## config.mk

```make
export PLATFORM = sky130hd
export DESIGN_NAME = memory_bus_arbiter
export DESIGN_NICKNAME = d
export VERILOG_FILES = /design/src/rtl/mem_arb_pkg.sv /design/src/rtl/rr_arbiter2.sv /design/src/rtl/memory_bus_arbiter.sv
export SDC_FILE = /design/constraint.sdc
export NUM_CORES = 1
export LEC_CHECK = 0
export CAP_MARGIN = 20
export CORE_ASPECT_RATIO = 0.8
export CORE_MARGIN = 2
export CORE_UTILIZATION = 45
export DETAILED_ROUTE_END_ITERATION = 6
export DONT_BUFFER_PORTS = 1
export PLACE_DENSITY = 0.63
export SYNTH_ARGS = -nofsm -noshare
export SYNTH_HDL_FRONTEND = slang
export SYNTH_SLANG_ARGS = --single-unit
```

## constraint.sdc

```tcl
create_clock -name clk -period 1.6 [get_ports clk]
set_clock_uncertainty 0.05 [all_clocks]
set_input_delay 0.32 -clock clk [delete_from_list [all_inputs] [get_ports clk]]
set_output_delay 0.32 -clock clk [all_outputs]
set_load 0.005 [all_outputs]
```

## src/rtl/mem_arb_pkg.sv

```systemverilog
// Shared definitions for the two-master memory bus arbiter.
package mem_arb_pkg;

  // Arbiter FSM: grant in IDLE, hold the bus in ACCESS, pulse done in DONE.
  typedef enum logic [1:0] {
    ST_IDLE   = 2'd0,
    ST_ACCESS = 2'd1,
    ST_DONE   = 2'd2
  } state_t;

  // Master indices as carried on grant / last_grant.
  localparam logic M_CPU = 1'b0;
  localparam logic M_DMA = 1'b1;

  // Active-low write mask with no byte lane enabled; slice to the mask width.
  localparam logic [127:0] MASK_ALL_OFF = '1;

endpackage

```

## src/rtl/rr_arbiter2.sv

```systemverilog
// Combinational 2-way round-robin pick: on a tie the master that did not
// win last time is chosen; a lone requester always wins.
module rr_arbiter2
  import mem_arb_pkg::*;
(
  input  logic [1:0] req,
  input  logic       last_grant,
  output logic       grant,
  output logic       valid
);

  // Tie goes to the master opposite last_grant, otherwise to whoever asks.
  always_comb begin
    valid = |req;
    grant = M_CPU;
    if (req == 2'b11) begin
      grant = ~last_grant;
    end else if (req[1]) begin
      grant = M_DMA;
    end
  end

endmodule

```

## src/rtl/memory_bus_arbiter.sv

```systemverilog
// Shares one memory bus between the CPU (master 0) and DMA (master 1).
// One transaction at a time: the winner's request is latched onto the bus
// outputs, held for BUS_LATENCY clocks, then done pulses for one clock.
module memory_bus_arbiter
  import mem_arb_pkg::*;
#(
  parameter int ADDR_WIDTH  = 16,
  parameter int DATA_WIDTH  = 32,
  parameter int BUS_LATENCY = 2
) (
  input  logic                    clk,
  input  logic                    reset_n,
  input  logic                    m0_req,
  input  logic                    m0_we,
  input  logic [ADDR_WIDTH-1:0]   m0_addr,
  input  logic [DATA_WIDTH-1:0]   m0_wdata,
  input  logic [DATA_WIDTH/8-1:0] m0_wmask,
  output logic                    m0_done,
  input  logic                    m1_req,
  input  logic                    m1_we,
  input  logic [ADDR_WIDTH-1:0]   m1_addr,
  input  logic [DATA_WIDTH-1:0]   m1_wdata,
  input  logic [DATA_WIDTH/8-1:0] m1_wmask,
  output logic                    m1_done,
  output logic [DATA_WIDTH-1:0]   rdata,
  output logic [ADDR_WIDTH-1:0]   bus_address,
  output logic [DATA_WIDTH-1:0]   bus_data_in,
  output logic [DATA_WIDTH/8-1:0] bus_write_mask,
  output logic                    bus_enable,
  output logic                    bus_write_enable,
  input  logic [DATA_WIDTH-1:0]   bus_data_out
);

  localparam int MW = DATA_WIDTH / 8;
  // Counter only ever holds BUS_LATENCY-1 down to 0.
  localparam int CW = (BUS_LATENCY > 1) ? $clog2(BUS_LATENCY) : 1;
  localparam logic [CW-1:0] CNT_LOAD = CW'(BUS_LATENCY - 1);
  localparam logic [MW-1:0] MASK_OFF = MASK_ALL_OFF[MW-1:0];

  state_t          state_reg;
  state_t          state_next;
  logic [CW-1:0]   cnt_reg;
  logic            grant_reg;
  logic            last_grant_reg;

  logic            pick_grant;
  logic            pick_valid;

  rr_arbiter2 u_rr (
    .req        ({m1_req, m0_req}),
    .last_grant (last_grant_reg),
    .grant      (pick_grant),
    .valid      (pick_valid)
  );

  // Request fields of the current winner, captured only at grant time.
  logic                  sel_we;
  logic [ADDR_WIDTH-1:0] sel_addr;
  logic [DATA_WIDTH-1:0] sel_wdata;
  logic [MW-1:0]         sel_wmask;

  assign sel_we    = (pick_grant == M_DMA) ? m1_we    : m0_we;
  assign sel_addr  = (pick_grant == M_DMA) ? m1_addr  : m0_addr;
  assign sel_wdata = (pick_grant == M_DMA) ? m1_wdata : m0_wdata;
  assign sel_wmask = (pick_grant == M_DMA) ? m1_wmask : m0_wmask;

  // FSM state register.
  always_ff @(posedge clk or negedge reset_n) begin
    if (!reset_n) begin
      state_reg <= ST_IDLE;
    end else begin
      state_reg <= state_next;
    end
  end

  // Next-state: leave IDLE on any request, leave ACCESS when the count expires.
  always_comb begin
    state_next = state_reg;
    case (state_reg)
      ST_IDLE:   if (pick_valid) state_next = ST_ACCESS;
      ST_ACCESS: if (cnt_reg == '0) state_next = ST_DONE;
      ST_DONE:   state_next = ST_IDLE;
      default:   state_next = ST_IDLE;
    endcase
  end

  // Bus drive, latency counter, read capture and done pulses.
  always_ff @(posedge clk or negedge reset_n) begin
    if (!reset_n) begin
      cnt_reg          <= '0;
      grant_reg        <= M_CPU;
      last_grant_reg   <= M_DMA;
      m0_done          <= 1'b0;
      m1_done          <= 1'b0;
      rdata            <= '0;
      bus_address      <= '0;
      bus_data_in      <= '0;
      bus_write_mask   <= MASK_OFF;
      bus_enable       <= 1'b0;
      bus_write_enable <= 1'b0;
    end else begin
      case (state_reg)
        ST_IDLE: begin
          if (pick_valid) begin
            bus_address      <= sel_addr;
            bus_data_in      <= sel_wdata;
            bus_write_mask   <= sel_wmask;
            bus_enable       <= 1'b1;
            bus_write_enable <= sel_we;
            cnt_reg          <= CNT_LOAD;
            grant_reg        <= pick_grant;
          end
        end
        ST_ACCESS: begin
          if (cnt_reg != '0) begin
            cnt_reg <= cnt_reg - CW'(1);
          end else begin
            if (!bus_write_enable) begin
              rdata <= bus_data_out;
            end
            bus_enable       <= 1'b0;
            bus_write_enable <= 1'b0;
            m0_done          <= (grant_reg == M_CPU);
            m1_done          <= (grant_reg == M_DMA);
            last_grant_reg   <= grant_reg;
          end
        end
        ST_DONE: begin
          m0_done <= 1'b0;
          m1_done <= 1'b0;
        end
        default: begin
          m0_done <= 1'b0;
          m1_done <= 1'b0;
        end
      endcase
    end
  end

endmodule

```

Word level (Yosys, flattened, before mapping)
Cells that the tools add are included.
{"block": "totals", "mem_count": 0, "mem_bits_ro": 0, "latch_bits": 0, "in_bits": 142, "regBits": 93, "word_cells": 52, "mem_bits_rw": 0}
{"block": "op_classes", "shift": 0, "eq_ne": 4, "n_bitwise": 5, "n_reduce_logical": 10, "div": 0, "multipliers": 0, "order_cmp": 0, "add_sub_neg": 1, "mux": 20}
{"op": "32-bit 2-to-1 mux", "count": 1}
{"op": "16-bit 2-to-1 mux", "count": 1}
{"op": "1-bit one-hot mux with 2 select lines", "count": 5}
{"op": "2-bit AND reduction", "count": 5}
{"op": "1-bit 2-to-1 mux", "count": 9}
{"op": "3-bit AND reduction", "count": 2}
{"op": "1-bit NOT", "count": 5}
{"op": "2-bit 2-to-1 mux", "count": 2}
{"op": "4-bit 2-to-1 mux", "count": 1}
{"op": "2-bit inequality test (second input constant)", "count": 2}
{"op": "2-bit one-hot mux with 2 select lines", "count": 1}
{"op": "2-bit by 1-bit == test with 1-bit output (second input constant)", "count": 1}
{"op": "2-bit == test (second input constant)", "count": 1}
{"op": "2-bit zero test", "count": 1}
{"op": "2-bit nonzero test", "count": 1}
{"op": "2-bit OR reduction", "count": 1}
{"op": "1-bit subtractor (second input constant)", "count": 1}

Longest topological paths before layout
Gate-level depths: netlist of run 1.
{"block": "depth", "ltp_word": 5, "ltp_mapped": 5}

By module
Synthesis of run 1 repeated with hierarchy kept, for this count alone.
{"block": "hier_totals", "cells_unflattened": 328, "hier_area_um2": 4107.7}
{"mod": "memory_bus_arbiter", "seq_area_each_um2": 2333.5, "instances": 1, "area_each_um2": 4093.9, "cells_each": 326}
{"mod": "rr_arbiter2", "seq_area_each_um2": 0.0, "instances": 1, "area_each_um2": 13.8, "cells_each": 2}

Worst setup path after synthesis of run 1
OpenSTA, ideal clock, no wires.
{"block": "synth_path", "path_type": "flip-flop to flip-flop", "from": "reg state_reg[1]", "to": "reg rdata[10]", "n_path_buf": 2, "required_ps": 1425, "stages_incl_launch_ff": 6, "slack_ps": -91, "t_arrival_ps": 1515, "period_less_slack_ps": 1691, "cell_sequence": "dfrtp_1 or3b_1 buf_2 nor2_8 buf_12 mux2_4"}
{"block": "synth_via", "elab_chain_len": 2}
{"element": "from (decl)", "line": "memory_bus_arbiter.sv:40", "rtl": "state_t state_reg;"}
{"element": "from (signal assigned)", "line": "memory_bus_arbiter.sv:72", "rtl": "state_reg <= state_next;"}
{"element": "2-bit by 1-bit == test with 1-bit output", "line": "memory_bus_arbiter.sv:102", "rtl": "case (state_reg)"}
{"element": "3-bit AND reduction (no source line)"}
{"element": "to (signal assigned)", "line": "memory_bus_arbiter.sv:119", "rtl": "rdata <= bus_data_out;"}
{"element": "to (decl)", "line": "memory_bus_arbiter.sv:25", "rtl": "output logic [DATA_WIDTH-1:0] rdata,"}
Every way passes these cells.
A chain may end at the register's enable or synchronous reset.

Worst setup path in the final report of run 1
{"block": "layout_path", "from": "reg last_grant_reg", "to": "reg bus_data_in[21]"}
{"block": "layout_via", "elab_chain_len": 3}
{"element": "from (decl)", "line": "memory_bus_arbiter.sv:44", "rtl": "logic last_grant_reg;"}
{"element": "from (signal assigned)", "line": "memory_bus_arbiter.sv:125", "rtl": "last_grant_reg <= grant_reg;"}
{"element": "1-bit NOT", "line": "rr_arbiter2.sv:17", "rtl": "grant = ~last_grant;"}
{"element": "1-bit 2-to-1 mux", "line": "rr_arbiter2.sv:16", "rtl": "if (req == 2'b11) begin"}
{"element": "32-bit 2-to-1 mux", "line": "memory_bus_arbiter.sv:64", "rtl": "assign sel_wdata = (pick_grant == M_DMA) ? m1_wdata : m0_wdata;"}
{"element": "to (signal assigned)", "line": "memory_bus_arbiter.sv:106", "rtl": "bus_data_in <= sel_wdata;"}
{"element": "to (decl)", "line": "memory_bus_arbiter.sv:27", "rtl": "output logic [DATA_WIDTH-1:0] bus_data_in,"}
Every way passes these cells.

==> results of run 1 <==
==> area by class of cell <==
cell class / instances / area [sq um] / share of cell area
repair buffers: 21 / 283 / 0.0534
flip-flops and latches: 93 / 2330 / 0.441
multi-input cells: 156 / 2190 / 0.413
inverters: 3 / 11.3 / 0.00213
clock inverters: 6 / 113 / 0.0213
well taps: 115 / 144 / 0.0272
clock buffers: 9 / 225 / 0.0425
==> timing repair <==
item | 4_1_cts | 5_1_grt
gates resized for setup | 6 | 7
endpoints found under the setup margin | 84 | 84
buffers inserted | 1 | 0
gates cloned | 0 | 1
pin swaps | 0 | 2
endpoints found under the hold margin | 93 | 93
==> routing by layer <==
metal  GRT usage  vias up  part of all wire
li1            -      981                 -
met1       0.195     1093              0.40
met3      0.0781       10              0.11
met4      0.0518        0             0.012
met5           0        -                 0
met2       0.253      145              0.47
==> worst max path at each step <==
stage              startpoint         endpoint  slack [ns]  depth (start not counted)
6_report       last_grant_reg  bus_data_in[21]       -0.09                          4
5_1_grt          state_reg[1]         rdata[3]       -0.12                          4
4_1_cts        last_grant_reg   bus_address[9]       -0.09                          4
2_1_floorplan         cnt_reg        rdata[10]       -0.09                          5
3_3_place_gp          cnt_reg        rdata[23]       -0.08                          4
3_5_place_dp          cnt_reg        rdata[26]       -0.12                          4
==> layout by cell type (no fill, tap or decap), drive strengths merged <==
cell type,Yosys,final
a21bo,1,1
a21o,2,2
buf,16,20
bufinv,0,3
clkbuf,0,10
clkinv,0,3
dfrtp,88,88
dfstp,5,5
inv,3,3
mux2,136,136
mux2i,5,5
nand2,2,2
nor2,4,4
nor3,1,1
o21ai,1,1
o21bai,1,1
or2b,2,2
or3b,1,1
==> report_power, final <==
group / switching, mW / leakage, nW / total [mW] / internal, mW
sequential: 1.06 / 1.09 / 4.70 / 3.64
clock: 0.858 / 0.165 / 2.38 / 1.52
combinational: 1.35 / 1.29 / 4.39 / 3.04
total: 3.27 / 2.54 / 11.5 / 8.20
==> kinds of logic (layout without fill, tap and decap cells) <==
kind of cell | after synthesis | after routing | share of synthesized area
AOI/OAI and AO/OA | 5 | 5 | 0.00899
buffers and inverters | 19 | 39 | 0.0420
DFF | 93 | 93 | 0.541
muxes | 141 | 141 | 0.392
and+or+nand+nor | 10 | 10 | 0.0159
==> stage by stage <==
| stage | cells | TNS (ns) | instance area [sq um] | total power [mW] | setup slack (ns) |
|---|---|---|---|---|---|
| after floorplan | 268 | -4.54 | 4670 | 7.98 | -0.0873 |
| after global placement | 386 | -3.68 | 4870 | 8.87 | -0.0806 |
| after detailed placement | 386 | -5.60 | 4870 | 8.95 | -0.115 |
| after CTS | 402 | -4.99 | 5240 | 11.5 | -0.0949 |
| after global routing | 403 | -7.74 | 5300 | 12.1 | -0.125 |
| final | 403 | -4.35 | 5300 | 11.5 | -0.0865 |
==> worst max-delay path, stage by stage, from the launching register on <==
cell and delay, ns:
dfstp_2 0.54, a21bo_4 0.16, buf_12 0.22, mux2_4 0.32, mux2_4 0.26
==> flow_summary.json, run 1 <==
{
  "hold_class": "in -> async",
  "layout.nets": 426,
  "yosysMostFrequentCell": "mux2_2",
  "n_antenna_cell": 0,
  "grt_pass1_vias": 2347,
  "clk_pin_slew_ns": 0.06,
  "synth_top_area_cell": "dfrtp_1",
  "hpwl_mm": 6.35,
  "cts_buffer_depth": 2,
  "antenna_found_initial": 0,
  "vias_per_cell": 5.53,
  "worstPathRequired_ns": 1.76,
  "crit_arrival_ns": 1.85,
  "end_kind": "flip-flop",
  "synthDominantCellAreaShare": 0.510,
  "antenna_left": 0,
  "rr_startpoint": "last_grant_reg",
  "cts_sinks": 93,
  "insertion_delay_ns": 0.33,
  "setup_slack_ns": -0.0865,
  "worst_slew_pin_slew_ns": 0.268,
  "setup_viol": 82,
  "fin_util": 0.576,
  "status": "finished, violations left",
  "worst_hold_slack_ns": -0.370,
  "syn_area_per_cell_sq_um": 16.1,
  "numPortBuffers": 0,
  "start_util": 0.470,
  "synth.distinct_cells": 22,
  "clockRootBuffer": "clkbuf_16",
  "power_density_mw_per_mm2": 2170,
  "synthTopCellsByArea": "dfrtp_1, mux2_2, mux2_4, dfstp_2, buf_6",
  "rsz0062_at_grt": "true",
  "yosys_most_used_dff": "dfrtp_1",
  "synthTopCellsByCount": "mux2_2, dfrtp_1, mux2_4, buf_6",
  "numCtsBuffers": 9,
  "wl_mm": 8.86,
  "overflow": 0,
  "grt_pass1_wl_mm": 12.8,
  "num_rows": 31,
  "syn_to_final_growth_pct": 22.7,
  "drcViolationCount": 0,
  "fmax_ghz": 0.593,
  "async_flop_share": 1.00,
  "grt_usage": 0.161,
  "io_pins": 230,
  "dieArea_sq_mm": 0.0104,
  "fp.coreArea_sq_mm": 0.00919,
  "post-route-min-period_ns": 1.69,
  "routed-via-count": 2229,
  "startpoint_type": "flip-flop",
  "cts_tree": "done",
  "ys_seq_area_frac": 0.541,
  "critPathKind": "reg -> reg",
  "top_regs": "bus_data_in x32, rdata x32, bus_address x16",
  "fp.dieW_um": 114,
  "ctsHtreeMaxLevel": 3,
  "die_y_um": 91.6,
  "p_leak_nw": 2.54,
  "slew-limit-headroom": 0.821,
  "syn_inst": 268,
  "ir_drop_v": 0.000845,
  "nFillCells": 707,
  "place.gp.congestion": 0.713,
  "synth.yosys.warnings": 0,
  "violations": "hold timing, setup timing",
  "r2r-end": "bus_data_in[21]",
  "drive_above_1_share": 0.635,
  "r2r_cells": 4,
  "fin_crit_sh": 1.05,
  "cp_max_fo": 23,
  "synth_nets": 410,
  "report.final.slew_viol_count": 0,
  "drv_cap": 0,
  "grt_max_degree": 94,
  "firstDrtPassIters": 4,
  "synth_edf_count": 0,
  "drt_iter0_markers": 74,
  "wire_per_inst_um": 22.0,
  "r2r_slack_ns": -0.09,
  "syn_area_sq_mm": 0.00432,
  "ys_ff_latch": 93,
  "hold_viol": 93
}
Power figures use the tool's default switching activity.
==> run 2, diff against run 1 <==
Settings changed: CAP_MARGIN 20 to unset, CTS_BUF_LIST set to sky130_fd_sc_hd__clkbuf_2, REMOVE_ABC_BUFFERS set to 1.
==> flow_summary.json, run 2 <==
{
  "first-error": "[ERROR RSZ-0060] Max buffer count reached.",
  "numCtsBuffers": 9,
  "synthTopCellsByCount": "mux2_2, dfrtp_1, mux2_4, buf_6",
  "cts_sinks": 93,
  "ys_ff_latch": 93,
  "yosysMostFrequentCell": "mux2_2",
  "die_y_um": 91.6,
  "start_util": 0.470,
  "syn_area_sq_mm": 0.00432,
  "async_flop_share": 1.00,
  "yosys_most_used_dff": "dfrtp_1",
  "synth_edf_count": 0,
  "hpwl_mm": 5.74,
  "syn_area_per_cell_sq_um": 16.1,
  "post-cts-setup-buffer-count": 2,
  "numPortBuffers": 0,
  "io_pins": 230,
  "place.gp.congestion": 0.697,
  "fp.dieW_um": 114,
  "status": "stopped before the end",
  "ys_seq_area_frac": 0.541,
  "synth.distinct_cells": 22,
  "synth.yosys.warnings": 0,
  "placed_area_sq_mm": 0.00442,
  "cts_buffer_depth": 2,
  "stop_stage": "4_1_cts",
  "clockRootBuffer": "clkbuf_2",
  "syn_inst": 268,
  "synth_top_area_cell": "dfrtp_1",
  "synthTopCellsByArea": "dfrtp_1, mux2_2, mux2_4, dfstp_2, buf_6",
  "synthDominantCellAreaShare": 0.510,
  "ctsHoldBuffers": 101,
  "num_rows": 31,
  "cts_resized": 20,
  "ctsHtreeMaxLevel": 3
}
## run 2: cell counts after synthesis
Identical to the previous run, type by type.
## run 2: logic make-up after synthesis
kind of cell | synth area share
compound gates | 0.00899
buf+inv | 0.0420
flops | 0.541
mux | 0.392
simple gates | 0.0159
## run 2: per-stage QoR
stage | instances | worst slack (ns)
after floorplan | 252 | -3.44
after global placement | 379 | -0.134
after detailed placement | 379 | -0.160
==> run 3, diff against run 2 <==
Settings changed: CORE_ASPECT_RATIO 0.8 to unset, CORE_UTILIZATION 45 to 30, CTS_BUF_LIST sky130_fd_sc_hd__clkbuf_2 to unset, PLACE_DENSITY 0.63 to unset, PLACE_DENSITY_LB_ADDON set to 0.15.
Clock period 1.6 ns to 2.1 ns, I/O delays scaled along.
==> flow_summary.json, run 3 (synthesis gave the netlist of run 1 again) <==
{
  "nFillCells": 1345,
  "slowest_stage": "or3b_1",
  "insertion_delay_ns": 0.34,
  "cts_tree": "done",
  "p_leak_nw": 1.99,
  "worst_hold_slack_ns": -0.282,
  "place_inst": 436,
  "drcViolationCount": 0,
  "cts_sinks": 93,
  "worst_slew_pin_slew_ns": 0.376,
  "slowest_delay_ns": 0.54,
  "path_buf_inv": 1,
  "layout.nets": 409,
  "fin_crit_sh": 0.904,
  "slew-limit-headroom": 0.748,
  "grt_pass1_wl_mm": 12.4,
  "wire_per_inst_um": 18.9,
  "numCtsBuffers": 9,
  "top_layer": "met4",
  "ir_drop_v": 0.000707,
  "routed-via-count": 2136,
  "io_pins": 230,
  "instances_no_fill": 452,
  "hold_class": "in -> async",
  "drv_cap": 0,
  "status": "finished, violations left",
  "syn_to_final_growth_pct": 9.74,
  "wl_met1_mm": 3.20,
  "setup_viol": 0,
  "worstPathRequired_ns": 2.28,
  "overflow": 0,
  "fp.coreArea_sq_mm": 0.0140,
  "violations": "hold timing",
  "p_total_mw": 7.46,
  "clk_pin_slew_ns": 0.07,
  "die_y_um": 124,
  "cp_cell_sequence": "or3b_1 -> nor2_8 -> buf_12 -> mux2_2",
  "critPathKind": "reg -> reg",
  "startpoint_type": "flip-flop",
  "ctsHtreeMaxLevel": 3,
  "wl_met3_mm": 1.33,
  "place_ws_ns": 0.198,
  "top_regs": "bus_data_in x32, rdata x32, bus_address x16",
  "hpwl_mm": 6.15,
  "grt_max_degree": 94,
  "hold_viol": 93,
  "fmax_ghz": 0.527,
  "numPortBuffers": 0,
  "dr_wl_met2_mm": 3.91,
  "post-cts-setup-buffer-count": 0,
  "layout_common_cells": "mux2_2, dfrtp_1, mux2_4",
  "power_density_mw_per_mm2": 1570,
  "setup_slack_ns": 0.201,
  "crit_family": "simple AND/OR/NAND/NOR gates",
  "report.final.slew_viol_count": 0,
  "setup_tns_ns": 0,
  "num_rows": 43,
  "wl_mm": 8.56,
  "place.gp.congestion": 0.640,
  "firstDrtPassIters": 3,
  "n_antenna_cell": 0,
  "clockRootBuffer": "clkbuf_16",
  "antenna_left": 0,
  "cp_max_fo": 32,
  "crit_arrival_ns": 2.08,
  "drive_above_1_share": 0.603,
  "start_util": 0.309,
  "antenna_found_initial": 0,
  "dieArea_sq_mm": 0.0154,
  "cts_resized": 0,
  "grt_usage": 0.113,
  "fp.dieW_um": 124,
  "cts_buffer_depth": 2,
  "grt_pass1_vias": 2256,
  "post-route-min-period_ns": 1.90,
  "drt_iter0_markers": 39,
  "end_kind": "flip-flop",
  "final_common_cell": "mux2_2",
  "rsz0062_at_grt": "false",
  "vias_per_cell": 4.73
}
run 3: stage by stage:
stage	util	area, sq um
after global routing	0.339	4740
final	0.339	4740
after floorplan	-	4150
after global placement	0.319	4460
after CTS	0.339	4740
after detailed placement	0.319	4460
run 3: path summary, 6_finish.rpt:
path / from / end / slack (ns) / depth (start not counted)
worst max register to register: state_reg[1] / rdata[1] / 0.20 / 4
worst max-delay path: state_reg[1] / rdata[1] / 0.20 / 4
min in group clk: bus_data_out[13] / rdata[13] / 0.17 / 1
max in group asynchronous: reset_n / last_grant_reg / 2.09 / 0
worst min-delay path: reset_n / rdata[25] / -0.28 / 0
worst min register to register: last_grant_reg / last_grant_reg / 0.44 / 2
run 3: report_power, final:
| part | total, mW | internal (mW) | switching [mW] | leakage (nW) |
|---|---|---|---|---|
| combinational | 2.37 | 1.57 | 0.798 | 0.770 |
| sequential | 3.56 | 2.77 | 0.785 | 1.09 |
| clock | 1.53 | 0.866 | 0.666 | 0.132 |
| total | 7.46 | 5.21 | 2.25 | 1.99 |
run 3: per-layer routing:
layer,vias up,track usage
li1,948,-
met1,1000,0.122
met2,178,0.180
met3,10,0.0728
met4,0,0.0400
met5,-,0
run 3: layout make-up:
cell class | instances | area [sq um] | area share
repair buffers | 4 | 80.1 | 0.0169
clock inverters | 3 | 20.0 | 0.00423
flip-flops and latches | 93 | 2330 | 0.493
inverters | 3 | 11.3 | 0.00238
clock buffers | 13 | 260 | 0.0549
multi-input cells | 156 | 1810 | 0.381
well taps | 180 | 225 | 0.0475
run 3: worst reg2reg max path, cell delays in order (launching register included):
cell	delay, ns
dfrtp_1	0.42
or3b_1	0.55
nor2_8	0.14
buf_12	0.25
mux2_2	0.37
==> run 4, diff against run 3 <==
Settings changed: GPL_ROUTABILITY_DRIVEN set to 1.
==> results of run 4 <==
Final layout, timing and power as in run 3 (identical DEF).
==> edit 1, RTL diff (flow settings as in run 1) <==
`DATA_WIDTH`: 32 -> 24.
--- a/src/rtl/memory_bus_arbiter.sv
+++ b/src/rtl/memory_bus_arbiter.sv
@@ -7,3 +7,3 @@
   parameter int ADDR_WIDTH  = 16,
-  parameter int DATA_WIDTH  = 32,
+  parameter int DATA_WIDTH  = 24,
   parameter int BUS_LATENCY = 2
Ports: changed (8 resized); port bits go from 230 to 187. The function was not compared with the original's and may differ.
==> edit 1 against run 1 <==
- sequential share of layout area fell by 1.3 points
- sequential cell count fell by 17
- worst setup slack improved by 7.1 ps
- global-route usage increased by 1.2 points
- combinational power shrank 15%
- wire length down 14%
- design area down 16%
- maximum frequency is 0.42% higher
- hold slack lost 23 ps
- count of clock-buffer cells in the layout is the same
- the run still ends with hold timing, setup timing left
- total power fell by 21%
- synthesized cell count is 17% lower
- synthesized area fell by 15%
==> edit 1: results (changes against run 1) <==
stage	metric	value	unit	change
outcome	failed_checks	hold timing, setup timing		unchanged
power	ir_drop	1.14	mV	was 0.845 mV
placed_design	post_dp_cell_area	3980	um2	was 4870 um2
power	power_leakage	2.16	nW	was 2.54 nW
logic_synthesis	synth_area_leaders	dfrtp_1 (49%), mux2_4 (24%), mux2_2 (16%)		was dfrtp_1 (51%), mux2_2 (28%), mux2_4 (10%)
grt	grt_pass1_wl	11800	um	was 12800 um
logic_synthesis	seq_area_frac_synth	0.520		was 0.541
detailed_routing	wl	7590	um	was 8860 um
setup_path	critPathArrivalTime	1870	ps	was 1850 ps
placed_design	io_buffers	0		unchanged
placed_design	place_inst	331		was 386
logic_synthesis	ys_types	21		was 22
logic_synthesis	synthCells	222		was 268
clock_tree	htreeDepth	3		unchanged
clock_tree	clock_latency	350	ps	was 330 ps
grt	grt_pass1_vias	2027		was 2347
final_layout	layout-drive-gt1-share	0.639		was 0.635
clock_tree	root_buffer	clkbuf_8		was clkbuf_16
setup_path	slowest_stage	dfstp_2		unchanged
clock_tree	cts_inserted_buffers	9		unchanged
setup_path	crit_fanout	11		was 23
logic_synthesis	synthesis.nets	338		was 410
final_layout	largestRegisters	bus_data_in: 24 flops, rdata: 24 flops, bus_address: 16 flops		was bus_data_in: 32 flops, rdata: 32 flops, bus_address: 16 flops
logic_synthesis	yosys.area.top_type_share	0.491		was 0.510
logic_synthesis	yosys-top-cells-count	dfrtp_1 (72), mux2_4 (58), mux2_2 (52)		was mux2_2 (106), dfrtp_1 (88), mux2_4 (30)
detailed_routing	drtIter0Drc	74		unchanged
clock_tree	path_clk_slew	90	ps	was 60 ps
timing	whs	-393	ps	was -370 ps
placed_design	gp_congestion	0.708		was 0.713
timing	hold_viol_final	76		was 93
grt	grt_use_total	0.173		was 0.161
final_layout	final_cells	360		was 403
outcome	status	finished with violations		unchanged
grt	grt_max_degree	77		was 94
detailed_routing	viasPerCell	5.27		was 5.53
timing	setup_slack	-79.3	ps	was -86.5 ps
placed_design	dp_hpwl	4960	um	was 6350 um
logic_synthesis	synthArstFlopShare	1.00		unchanged
timing	relSlewSlack	0.816		was 0.821
logic_synthesis	ys_warn_count	0		unchanged
setup_path	crit_path_max_incr_delay	540	ps	about the same
detailed_routing	drt_first_pass_iters	3		was 4
timing	setup_viol	65		was 82
[edit 1: cells by family after synthesis]
kind of cell           count (synthesis)  synth area share
AO/OA/AOI/OAI                          5            0.0102
buffers and inverters                 16            0.0406
flip-flops                            76             0.520
multiplexers                         115             0.411
AND/OR/NAND/NOR                       10            0.0181
[edit 1: path summary, 6_finish.rpt]
path | cells past startpoint | start | to
max | 5 | last_grant_reg | bus_data_in[8]
min | 0 | reset_n | bus_data_in[2]
max reg2reg | 5 | last_grant_reg | bus_data_in[8]
min reg2reg | 2 | last_grant_reg | last_grant_reg
max in group asynchronous | 0 | reset_n | last_grant_reg
min in group clk | 1 | bus_data_out[7] | rdata[7]
[edit 1: report_power, final]
group | total [mW] | switching [mW] | internal [mW]
sequential | 3.81 | 0.842 | 2.96
combinational | 3.75 | 1.18 | 2.57
clock | 1.51 | 0.769 | 0.742
[edit 1: routing by layer]
| metal | share of wire | GRT usage | wire, um | vias to the layer above |
|---|---|---|---|---|
| met5 | 0 | 0 | 0 | - |
| met4 | 0.010 | 0.0485 | 79 | 0 |
| met3 | 0.10 | 0.0745 | 788 | 8 |
| met2 | 0.45 | 0.263 | 3450 | 107 |
| met1 | 0.43 | 0.227 | 3270 | 945 |
| li1 | - | - | - | 836 |
[edit 1: critical path: cells and delay by family (launching register included)]
family | cells | cell delay [ps]
compound gates | 1 | 150
flops | 1 | 540
buf+inv | 2 | 280
mux | 2 | 550
[edit 1: timing repair]
item,in CTS,in global routing
gates resized for setup,26,0
cloned,5,0
pin swaps,1,1
setup buffers,7,2
hold endpoints to repair,76,76
setup endpoints to repair,65,66
[edit 1: layout make-up]
cell class                      count  area (um2)
Fill cell                         663        3450
Sequential cell                    76        1910
Multi-Input combinational cell    130        1810
Timing Repair Buffer               27         393
Tap cell                          108         135
Clock buffer                        9         124
Clock inverter                      7        80.1
Inverter                            3        11.3
[edit 1: per-stage QoR]
stage | TNS (ps) | setup slack (ps) | total power, mW
after floorplan | -2360 | -69.5 | 6.45
after global placement | -2530 | -73.5 | 7.11
after detailed placement | -4290 | -110 | 7.20
after CTS | -4070 | -88.6 | 9.17
after global routing | -6000 | -116 | 9.57
final | -3420 | -79.3 | 9.07
==> edit 2, RTL diff (flow settings as in run 1) <==
Without the edit above. Re-encode `state_t` (3 states) as one-hot, 3 bits wide.
--- a/src/rtl/mem_arb_pkg.sv
+++ b/src/rtl/mem_arb_pkg.sv
@@ -4,6 +4,6 @@
   // Arbiter FSM: grant in IDLE, hold the bus in ACCESS, pulse done in DONE.
-  typedef enum logic [1:0] {
-    ST_IDLE   = 2'd0,
-    ST_ACCESS = 2'd1,
-    ST_DONE   = 2'd2
+  typedef enum logic [2:0] {
+    ST_IDLE   = 3'b001,
+    ST_ACCESS = 3'b010,
+    ST_DONE   = 3'b100
   } state_t;
Function: same outputs for any inputs over 10 cycles, from zero or initial values and one cycle with reset_n low; not proved beyond that.
==> edit 2 against run 1 <==
- worst setup slack got worse by 110 ps
- combinational power fell by 4%
- clock power fell by 10%
- design area rose by 1.0%
- sequential cell count rose by 1
- total power fell by 3.9%
- the flow still finishes with violations (hold timing, setup timing)
- global-route usage rose by 2.0 points
- synthesized area rose by 0.23%
- via count rose by 6.6%
- maximum frequency fell by 6.3%
- wire length rose by 7.4%
- largest power group unchanged
- highest routed layer unchanged
- first-iteration DRC count rose by 11%
==> edit 2: results (changes against run 1) <==
stage	metric	value	unit	change
detailed_routing	drtIter0Drc	82		was 74
timing	setup_slack	-199	ps	was -86.5 ps
power	power_leakage	2.43	nW	was 2.54 nW
timing	whs	-374	ps	was -370 ps
grt	grt_use_total	0.182		was 0.161
final_layout	largestRegisters	bus_data_in: 32 flops, rdata: 32 flops, bus_address: 16 flops		unchanged
power	ir_drop	0.932	mV	was 0.845 mV
timing	hold_viol_final	94		was 93
final_layout	nets	447		was 426
grt	grt_pass1_vias	2523		was 2347
setup_path	rr_startpoint	state_reg[2]		was last_grant_reg
grt	grt_pass1_wl	14400	um	was 12800 um
logic_synthesis	synthAdderAreaFrac	0		unchanged
timing	tightest_slew	289	ps	was 268 ps
timing	setup_viol	88		was 82
setup_path	critPathArrivalTime	1970	ps	was 1850 ps
setup_path	crit_type	flop to flop		unchanged
placed_design	dp_hpwl	6220	um	was 6350 um
placed_design	place_inst	393		was 386
logic_synthesis	synthCells	277		was 268
logic_synthesis	yosys-top-cells-count	mux2_2 (106), dfrtp_1 (88), mux2_4 (30)		unchanged
logic_synthesis	ys_types	24		was 22
timing	maxSlewViolCount	0		unchanged
outcome	failed_checks	hold timing, setup timing		unchanged
placed_design	gp_congestion	0.789		was 0.713
logic_synthesis	synthesis.nets	419		was 410
final_layout	fillCellCount	727		was 707
logic_synthesis	synth_compound_area_frac	0.0147		was 0.00899
logic_synthesis	synthArstFlopShare	1.00		unchanged
detailed_routing	wl	9510	um	was 8860 um
detailed_routing	route.vias.total	2375		was 2229
grt	grt_max_degree	95		was 94
final_layout	antenna_cells	0		unchanged
setup_path	crit_fanout	10		was 23
logic_synthesis	seq_area_frac_synth	0.545		was 0.541
outcome	status	finished with violations		unchanged
setup_path	r2r_cells	4		unchanged
clock_tree	path_clk_slew	70	ps	
detailed_routing	wl_per_cell	22.4	um	was 22.0 um
logic_synthesis	synthMuxAreaShare	0.385		was 0.392
final_layout	layout-drive-gt1-share	0.645		was 0.635
logic_synthesis	synthXorXnorAreaFrac	0		unchanged
logic_synthesis	synth_area_leaders	dfrtp_1 (51%), mux2_2 (28%), mux2_4 (10%)		unchanged
edit 2: changes by cell type after synthesis, sizes merged, moves of 2 or more:
cell	delta
nand2	+4
or2b	-2
mux2i	-3
o21ai	+3
nor3b	+2
a21oi	+4
edit 2: logic make-up (layout without fill, tap and decap cells):
kind of cell	Yosys count	after routing
mux	138	138
flops	94	94
buf+inv	18	51
simple gates	16	16
compound gates	11	11
edit 2: layout make-up:
cell class / count / area share
inverters: 2 / 0.00140
flip-flops and latches: 94 / 0.441
repair buffers: 33 / 0.0863
well taps: 115 / 0.0269
clock buffers: 10 / 0.0447
multi-input cells: 165 / 0.387
clock inverters: 6 / 0.0129
edit 2: critical path: stages, from the launching register on:
cell and delay (ps):
dfrtp_1 380, or4b_4 580, nor2_8 160, clkbuf_16 200, mux2_4 300
edit 2: final timing paths:
path                            slack, ps              end
worst min-delay path                 -370  bus_address[15]
worst min register to register        450   last_grant_reg
max in group asynchronous            1660   last_grant_reg
worst max-delay path                 -200         rdata[2]
worst max register to register       -200         rdata[2]
min in group clk                       80        rdata[28]
edit 2: layer usage:
layer | share of wire | GRT usage | vias up | routed length [um]
li1 | - | - | 1045 | -
met5 | 0 | 0 | - | 0
met2 | 0.51 | 0.301 | 116 | 4850
met3 | 0.070 | 0.0615 | 9 | 667
met4 | 0.010 | 0.0518 | 0 | 99
met1 | 0.41 | 0.227 | 1205 | 3900
edit 2: power by group:
part	leakage [nW]	switching, mW	total, mW	internal (mW)
logic	1.15	1.29	4.23	2.95
clock network	0.149	0.879	2.14	1.26
registers	1.13	1.02	4.65	3.62
edit 2: per-stage QoR:
stage	utilization	cell area (um2)	TNS, ps	setup slack, ps
final	0.582	5350	-11270	-199
after global routing	0.582	5350	-16650	-243
after CTS	0.577	5310	-11540	-215
after detailed placement	0.493	4530	-20480	-275
after global placement	0.493	4530	-18060	-262
after floorplan	-	4350	-11670	-249
edit 2: what timing repair did:
item / 4_1_cts / 5_1_grt
endpoints found under the hold margin: 94 / 94
setup endpoints to repair: 89 / 89
pin swaps: 3 / 1
buffers inserted: 10 / 3
resized for setup: 73 / 12
cloned: 4 / 3
